### config.mk
export PLATFORM = sky130hd
export DESIGN_NAME = uart_rx_cfg
export DESIGN_NICKNAME = d
export VERILOG_FILES = /design/src/rtl/uart_pkg.sv /design/src/rtl/uart_sync2.sv /design/src/rtl/uart_rx_cfg.sv
export SDC_FILE = /design/constraint.sdc
export NUM_CORES = 1
export LEC_CHECK = 0
export BUFFER_PORTS_ARGS = -buffer_cell sky130_fd_sc_hd__buf_2
export CAP_MARGIN = 20
export CORE_AREA = 2 2 57 59
export CTS_BUF_LIST = sky130_fd_sc_hd__clkbuf_4 sky130_fd_sc_hd__clkbuf_8
export DETAILED_ROUTE_END_ITERATION = 16
export DIE_AREA = 0 0 59 61
export PLACE_DENSITY = 0.79
export SYNTH_ARGS = -nofsm -noshare
export SYNTH_HDL_FRONTEND = slang
export SYNTH_SLANG_ARGS = --single-unit
### constraint.sdc
create_clock -name clk -period 4.2 [get_ports clk]
set_input_delay 0.42 -clock clk [delete_from_list [all_inputs] [get_ports clk]]
set_output_delay 0.42 -clock clk [all_outputs]
set_load 0.02 [all_outputs]
### src/rtl/uart_pkg.sv
// Shared UART definitions: receiver/transmitter FSM states, default sizing and the parity helper.
package uart_pkg;
  typedef enum logic [2:0] {IDLE, START, DATA, PARITY, STOP, BREAK} uart_state_t;

  localparam int MAX_DATA_BITS    = 9;
  localparam int DEF_CLKS_PER_BIT = 16;
  localparam int DEF_CNT_W        = $clog2(DEF_CLKS_PER_BIT);

  // Data is zero-extended by the caller, so upper bits do not disturb the XOR.
  function automatic logic calc_parity(input logic [MAX_DATA_BITS-1:0] d, input logic odd);
    return (^d) ^ odd;
  endfunction
endpackage

### src/rtl/uart_sync2.sv
// Two-flop synchroniser for an asynchronous input; the reset value is a parameter.
module uart_sync2 #(
  parameter logic RST_VAL = 1'b0
) (
  input  logic clk,
  input  logic rst,
  input  logic d,
  output logic q
);
  logic meta;

  always_ff @(posedge clk or posedge rst)
    if (rst) begin
      meta <= RST_VAL;
      q    <= RST_VAL;
    end else begin
      meta <= d;
      q    <= meta;
    end
endmodule

### src/rtl/uart_rx_cfg.sv
// Configurable UART receiver: mid-bit sampling, parity/framing/overrun flags, valid/ready output.
module uart_rx_cfg
  import uart_pkg::*;
#(
  parameter int CLKS_PER_BIT = DEF_CLKS_PER_BIT,
  parameter int DATA_BITS    = 8,
  parameter int PARITY_EN    = 0,
  parameter int PARITY_ODD   = 0,
  parameter int STOP_BITS    = 1
) (
  input  logic                 clk,
  input  logic                 rst,
  input  logic                 rx,
  output logic [DATA_BITS-1:0] data,
  output logic                 data_valid,
  input  logic                 data_ready,
  output logic                 parity_err,
  output logic                 frame_err,
  output logic                 overrun,
  output logic                 busy
);
  localparam int CNT_W = $clog2(CLKS_PER_BIT);
  localparam int IDX_W = $clog2(DATA_BITS + 1);
  localparam logic [CNT_W-1:0] HALF = CNT_W'(CLKS_PER_BIT / 2 - 1);
  localparam logic [CNT_W-1:0] FULL = CNT_W'(CLKS_PER_BIT - 1);

  uart_state_t          state, nxt;
  logic                 rxs, rxs_q, tick, done, done_r;
  logic [CNT_W-1:0]     cnt;
  logic [IDX_W-1:0]     idx;
  logic [DATA_BITS-1:0] sh;
  logic                 par_r, fer_r;

  uart_sync2 #(.RST_VAL(1'b1)) u_sync (.clk(clk), .rst(rst), .d(rx), .q(rxs));

  assign tick = (state == START) ? (cnt == HALF) : (cnt == FULL);
  assign busy = (state != IDLE);

  always_ff @(posedge clk or posedge rst)
    if (rst) state <= IDLE;
    else     state <= nxt;

  always_comb begin
    nxt  = state;
    done = 1'b0;
    case (state)
      IDLE:   if (rxs_q && !rxs) nxt = START;
      START:  if (tick) nxt = rxs ? IDLE : DATA;
      DATA:   if (tick && idx == IDX_W'(DATA_BITS - 1)) nxt = (PARITY_EN != 0) ? PARITY : STOP;
      PARITY: if (tick) nxt = STOP;
      STOP:   if (tick && idx == IDX_W'(STOP_BITS - 1)) begin
        done = 1'b1;
        nxt  = (fer_r || !rxs) ? BREAK : IDLE;
      end
      BREAK:  if (rxs) nxt = IDLE;
      default: nxt = IDLE;
    endcase
  end

  // The edge-detect cycle counts toward the half-bit wait, so cnt idles at 1.
  always_ff @(posedge clk or posedge rst)
    if (rst) begin
      rxs_q  <= 1'b1;
      cnt    <= '0;
      idx    <= '0;
      sh     <= '0;
      par_r  <= 1'b0;
      fer_r  <= 1'b0;
      done_r <= 1'b0;
    end else begin
      rxs_q  <= rxs;
      done_r <= done;
      if (state == IDLE)                    cnt <= CNT_W'(1);
      else if (tick || state == BREAK)      cnt <= '0;
      else                                  cnt <= cnt + 1'b1;
      if (state == IDLE)                    idx <= '0;
      else if (tick && (state == DATA || state == STOP))
        idx <= (nxt != state) ? '0 : idx + 1'b1;
      if (tick && state == DATA)            sh <= {rxs, sh[DATA_BITS-1:1]};
      if (state == IDLE) begin
        par_r <= 1'b0;
        fer_r <= 1'b0;
      end else begin
        if (tick && state == PARITY)
          par_r <= rxs != calc_parity(MAX_DATA_BITS'(sh), PARITY_ODD != 0);
        if (tick && state == STOP && !rxs)
          fer_r <= 1'b1;
      end
    end

  // A completion either loads a fresh word or, if one is still pending, is dropped as an overrun.
  always_ff @(posedge clk or posedge rst)
    if (rst) begin
      data       <= '0;
      data_valid <= 1'b0;
      parity_err <= 1'b0;
      frame_err  <= 1'b0;
      overrun    <= 1'b0;
    end else begin
      if (done_r && (!data_valid || data_ready)) begin
        data       <= sh;
        parity_err <= par_r;
        frame_err  <= fer_r;
        data_valid <= 1'b1;
      end else if (data_valid && data_ready) begin
        data_valid <= 1'b0;
      end
      if (data_valid && data_ready)  overrun <= 1'b0;
      else if (done_r && data_valid) overrun <= 1'b1;
    end
endmodule

# Yosys cells after proc, flatten, opt, wreduce, memory -nomap -nowiden
# Cells that the tools add are included.
# Widths: inputs -> output; s select.
totals:
  reg_bits: 37
  inputBits: 4
  output_inout_bits: 13
op_classes:
  addsub: 2
  eq_ne: 10
  n_mux: 25
  n_reduce_logical: 26
op_table:
  columns: ["op", "count"]
  rows:
  - ["$mux 3", 7]
  - ["$mux 4", 5]
  - ["$pmux 3 s6", 1]
  - ["$logic_and 1x1->1", 11]
  - ["$mux 1", 11]
  - ["$reduce_bool 2->1", 5]
  - ["$reduce_xor 9->1", 1]
  - ["$add 4x1->4 const B", 2]
  - ["$eq 4x3->1 const B", 2]
  - ["$eq 3x2->1 const B", 2]
  - ["$eq 3x3->1 const B", 2]
  - ["$eq 4x4->1 const B", 1]
  - ["$logic_not 4->1", 1]
  - ["$logic_or 1x1->1", 4]
  - ["$eq 3x1->1 const B", 1]
  - ["$logic_not 3->1", 1]
  - ["$ne 3x3->1", 1]
  - ["$reduce_bool 3->1", 1]
  - ["$logic_not 1->1", 2]
  - ["$mux 2", 1]
  - ["$ne 1x1->1", 1]

# Logic depth before layout (Yosys ltp)
logic_depth:
  word_depth: 9
  mapped_depth: 6

# Hierarchy
# From an unflattened synthesis, not the netlist that was laid out.
unflattened:
  hier_cells: 150
  area_unflattened_um2: 1735.4
modules_own_cells:
  columns: ["module", "instances", "cells_each", "area_each_um2", "seq_area_each_um2"]
  rows:
  - ["uart_rx_cfg", 1, 147, 1679.1, 877.1]
  - ["uart_sync2", 1, 3, 56.3, 52.6]

# Least setup slack after synthesis
# Ideal clock, no wire load.
synth_timing:
  path_kind: "register -> register"
  from: "register idx[0]"
  to: "register idx[2]"
  setup_time_ns: 0.126
  arrival_time_ns: 1.598
  required_time_ns: 4.074
  setup_slack_ns: 2.476
  stages_incl_launch_ff: 7
  path_cell_list: "dfrtp_1 -> inv_1 -> ha_1 -> or3b_4 -> o32ai_2 -> a211oi_2 -> a221o_1"
synth_between:
  elab_chain_cells: 8
  elab_cells_between_ends: 12
  cone_classes: "add/sub: 1; eq/ne: 2; mux: 6; reduce/logical: 3"
synth_lines:
  columns: ["element", "line", "source"]
  rows:
  - ["start, declared", "uart_rx_cfg.sv:30", "logic [IDX_W-1:0] idx;"]
  - ["start signal, assigned", "uart_rx_cfg.sv:78", "idx <= (nxt != state) ? '0 : idx + 1'b1;"]
  - ["$eq 4x3->1 or $logic_not 4->1 (tied branches)", "uart_rx_cfg.sv:49, uart_rx_cfg.sv:51", null]
  - ["$logic_and 1x1->1, on equally long branches", "uart_rx_cfg.sv:49, uart_rx_cfg.sv:51", null]
  - ["$mux 3, on equally long branches", "uart_rx_cfg.sv:49, uart_rx_cfg.sv:51", null]
  - ["$pmux 3 s6", "uart_rx_cfg.sv:46", "case (state)"]
  - ["$ne 3x3->1", "uart_rx_cfg.sv:78", null]
  - ["$mux 4 (*)", "uart_rx_cfg.sv:78", null]
  - ["$mux 4 (*)", "uart_rx_cfg.sv:77", "else if (tick && (state == DATA || state == STOP))"]
  - ["$mux 4 (*)", "uart_rx_cfg.sv:76", "if (state == IDLE) idx <= '0;"]
# Every way passes the cells marked *; elsewhere a longest branch is shown, timed or not. The select of a mux whose other input is x is not followed.
# A chain may end at the register's enable or synchronous reset.

# Final worst setup path
layout_timing:
  from: "register state[1]"
  to: "output busy"
layout_between:
  elab_chain_cells: 1
layout_lines:
  columns: ["element", "line", "source"]
  rows:
  - ["start, declared", "uart_rx_cfg.sv:27", "uart_state_t state, nxt;"]
  - ["start signal, assigned", "uart_rx_cfg.sv:41", "else state <= nxt;"]
  - ["$reduce_bool 3->1", "uart_rx_cfg.sv:37", "assign busy = (state != IDLE);"]
  - ["end, declared", "uart_rx_cfg.sv:20", "output logic busy"]
# Every way passes these cells.

==> metrics.log <==
[metrics] Synth Flop Type: dfrtp_1
[metrics] total of max-cap violations: 0
[metrics] number of port buffers: 16
[metrics] site row count: 20
[metrics] flops & latches, synth: 37
[metrics] Power per Cell Area: 420 nW/um^2
[metrics] time the worst path needs with I/O delays and setup: a little under 2000 ps
[metrics] CTS tree: yes
[metrics] CTS root buf: clkbuf_4
[metrics] via density per instance: 5.78
[metrics] pin count of the biggest net entering global routing: 21
[metrics] met1 capacity usage during global routing: between 20% and 30%
[metrics] type of the worst setup path: register to output pin
[metrics] final-stage net count: 168
[metrics] Achievable Freq: 517 MHz
[metrics] yosys warns: 0
[metrics] Post-Route Skew: 4.28 ps
[metrics] critical-path cell list: or3_1 > buf_2
[metrics] ratio of cells with drive above 1 in the final layout: 31.5%
[metrics] Arr. time, crit path: roughly 1500 ps
[metrics] setup repair after global routing missed its margin: no
[metrics] post-CTS setup buffer count: 0
[metrics] final cycle utilization of the critical path: around 46%
[metrics] VDD IR max: approximately 0.26 mV
[metrics] worst reg2reg setup slack: approximately 2400 ps
[metrics] library cells used by synthesis: 45
[metrics] effective utilization at floorplan: between 50% and 60%
[metrics] transition time of the tightest slew-check pin: roughly 650 ps
[metrics] Overflow after GRT: 0
[metrics] total die area: about 3600 um^2
[metrics] wire length of the first global-routing pass: between 4000 and 5000 um
[metrics] initial antenna violation count: 0
[metrics] number of gates resized after cts: 0
[metrics] result of the run: completed
[metrics] Clock Pin Slew Worst Setup and Hold Paths: 100 ps
[metrics] worst-path cell with the longest stage delay: dfrtp_1
[metrics] synth cell count leaders: dfrtp_1 (34), mux2_2 (18), inv_1 (7), xnor2_1 (7)
[metrics] global routing met3 resource utilization: under 10%
[metrics] Post-synth EDFFs: 0
[metrics] worst slew margin relative to its limit: around 56%
[metrics] sort of element at the start of the critical path: register
[metrics] Residual DRC: 0
[metrics] most instantiated library cell after synthesis: dfrtp_1
[metrics] fraction of synthesis flops using an asynchronous set or reset pin: between 90% and 100%
[metrics] cell types occupying the most area after synthesis: dfrtp_1 (49%), mux2_2 (12%), dfstp_2 (4.5%), xnor2_1 (3.5%), ha_1 (2.2%)
[metrics] filler cell count: 234
[metrics] Antenna Diode Count: 0
[metrics] number of vias in the routed layout: roughly 1100
[metrics] met2 Usage GRT: between 30% and 40%
[metrics] router iterations before antenna repair: 4
[metrics] total I/O pin count: 17
[metrics] Yosys top cell area share: between 40% and 50%
[metrics] busiest layer in global routing: met2
[metrics] type of the tightest min-delay check: primary input to async pin
[metrics] CTS Hold Bufs: 0
[metrics] synthesized area per cell: between 10 and 15 um^2
[metrics] Clock H-tree levels: 2
[metrics] count of final setup violators: 0
[metrics] worst-skew pair later-pin latency: between 300 and 400 ps
[metrics] leakage power figure: ~0.00095 uW
[metrics] CP max stage delay: 550 ps
[metrics] synthesized net count: ~150
[metrics] largest area contributor in the netlist: dfrtp_1
[metrics] largest fanout of any net on the critical path: 15
[metrics] remaining antenna violation count after routing: 0
[metrics] average routed wire per standard cell: between 15 and 20 um
[metrics] post-route setup TNS: 0 ps
[metrics] total routing usage reported by global routing: a little under a fifth
[metrics] Buf/Inv on CP: 1
[metrics] Crit path max-delay family: flip-flops
[metrics] post-detailed-routing wire length: 2950 um
[metrics] final RePlAce weighted congestion: around 0.86
[metrics] area growth from synthesis to final layout: 10.4%
[metrics] endpoint class of the critical path: output pin
[metrics] floorplan die height: 61 um
[metrics] share of synthesized area occupied by flip-flops and latches: between 50 and 60%
[metrics] maximum buffer depth of the clock tree: 2
[metrics] tightest hold margin: ~160 ps
[metrics] synthesized area: ~1700 um^2
[metrics] clock buffer count from CTS: 5
[metrics] Clock Sinks: 37
[metrics] die width: 59 um
[metrics] fin. max-slew vios: 0
[metrics] data required time of the critical path: 3780 ps
[metrics] starting DRC count in detailed routing: 26
[metrics] instance count of the mapped netlist: between 100 and 150
[metrics] total count of hold-check failures in the final report: 0
[metrics] hpwl dp: approximately 2100 um
[metrics] total core area: between 2000 and 3000 um^2
[metrics] number of global-route vias before repair: between 1000 and 1500
-- stage by stage --
stage               setup slack, ps  power, uW  util (%)  area, um^2  instances
global route                   2200        853      65.2        1920        195
finish                         2260        808      65.2        1920        195
detailed placement             2350        607      62.8        1850        187
floorplan                      2480        571         -        1740        141
global placement               2410        598      62.8        1850        187
CTS                            2270        815      65.2        1920        195
-- layout by cell type, fill, tap and decap left out, types with 4 or more instances in the layout --
cell type	instances
dfrtp_1	34
mux2_2	18
buf_2	16
inv_1	7
xnor2_1	7
nand2b_1	6
a21oi_1	6
nand3_1	5
clkbuf_4	5
nor2_1	4
nor2b_1	4
-- path summary, 6_finish.rpt --
kind | startpoint | end | cells after the start
worst max register to register | cnt[0]$_DFF_PP0_ | sh[2]$_DFFE_PP0P_ | 4
worst min register to register | u_sync.meta$_DFF_PP1_ | u_sync.q$_DFF_PP1_ | 0
worst min-delay path | rst | par_r$_DFFE_PP0P_ | 2
min in group clk | rx | u_sync.meta$_DFF_PP1_ | 1
max in group asynchronous | rst | u_sync.meta$_DFF_PP1_ | 3
worst max-delay path | state[1]$_DFF_PP0_ | busy | 2
-- routing by layer --
layer / vias up / routed length, um
li1: 544 / -
met1: 556 / 1330
met2: 23 / 1460
met3: 4 / 114
met4: 0 / 49
met5: - / 0
-- kinds of logic after synthesis --
| family | after synthesis | synth area share [%] |
|---|---|---|
| AOI/OAI and AO/OA | 25 | 10.8 |
| xor gates and xnor gates | 11 | 6.32 |
| muxes | 19 | 12.3 |
| adders and majority gates | 4 | 2.73 |
| DFF | 37 | 53.3 |
| buffers and inverters | 11 | 2.51 |
| and+or+nand+nor | 34 | 12.1 |
-- flip-flops by register name, indices dropped and copies added (netlist names), 3 cells and up --
signal  count
data        8
idx         4
sh          8
state       3
cnt         4
-- layout make-up --
| type | instances | area, um^2 | share of cell area, % |
|---|---|---|---|
| Clock inverter | 1 | 5.00 | 0.260 |
| Sequential cell | 37 | 930 | 48.3 |
| Inverter | 7 | 26.3 | 1.37 |
| Tap cell | 33 | 41.3 | 2.15 |
| Timing Repair Buffer | 17 | 87.6 | 4.55 |
| Multi-Input combinational cell | 93 | 769 | 40.0 |
| Clock buffer | 7 | 65.1 | 3.38 |
-- worst reg2reg max path, stage by stage (launching register included) --
cell and delay, ps:
dfrtp_1 400, ha_1 270, nand4b_2 250, nor2_2 440
mux2_2 390
-- power by group --
group	internal, uW	total (uW)	leakage [uW]	switching, uW
combinational	77.1	161	0.000412	84.2
sequential	386	440	0.000492	54.3
clock	97.0	207	0.0000413	110
total	560	808	0.000946	249
Note: power is estimated with default switching activity, not from simulation.
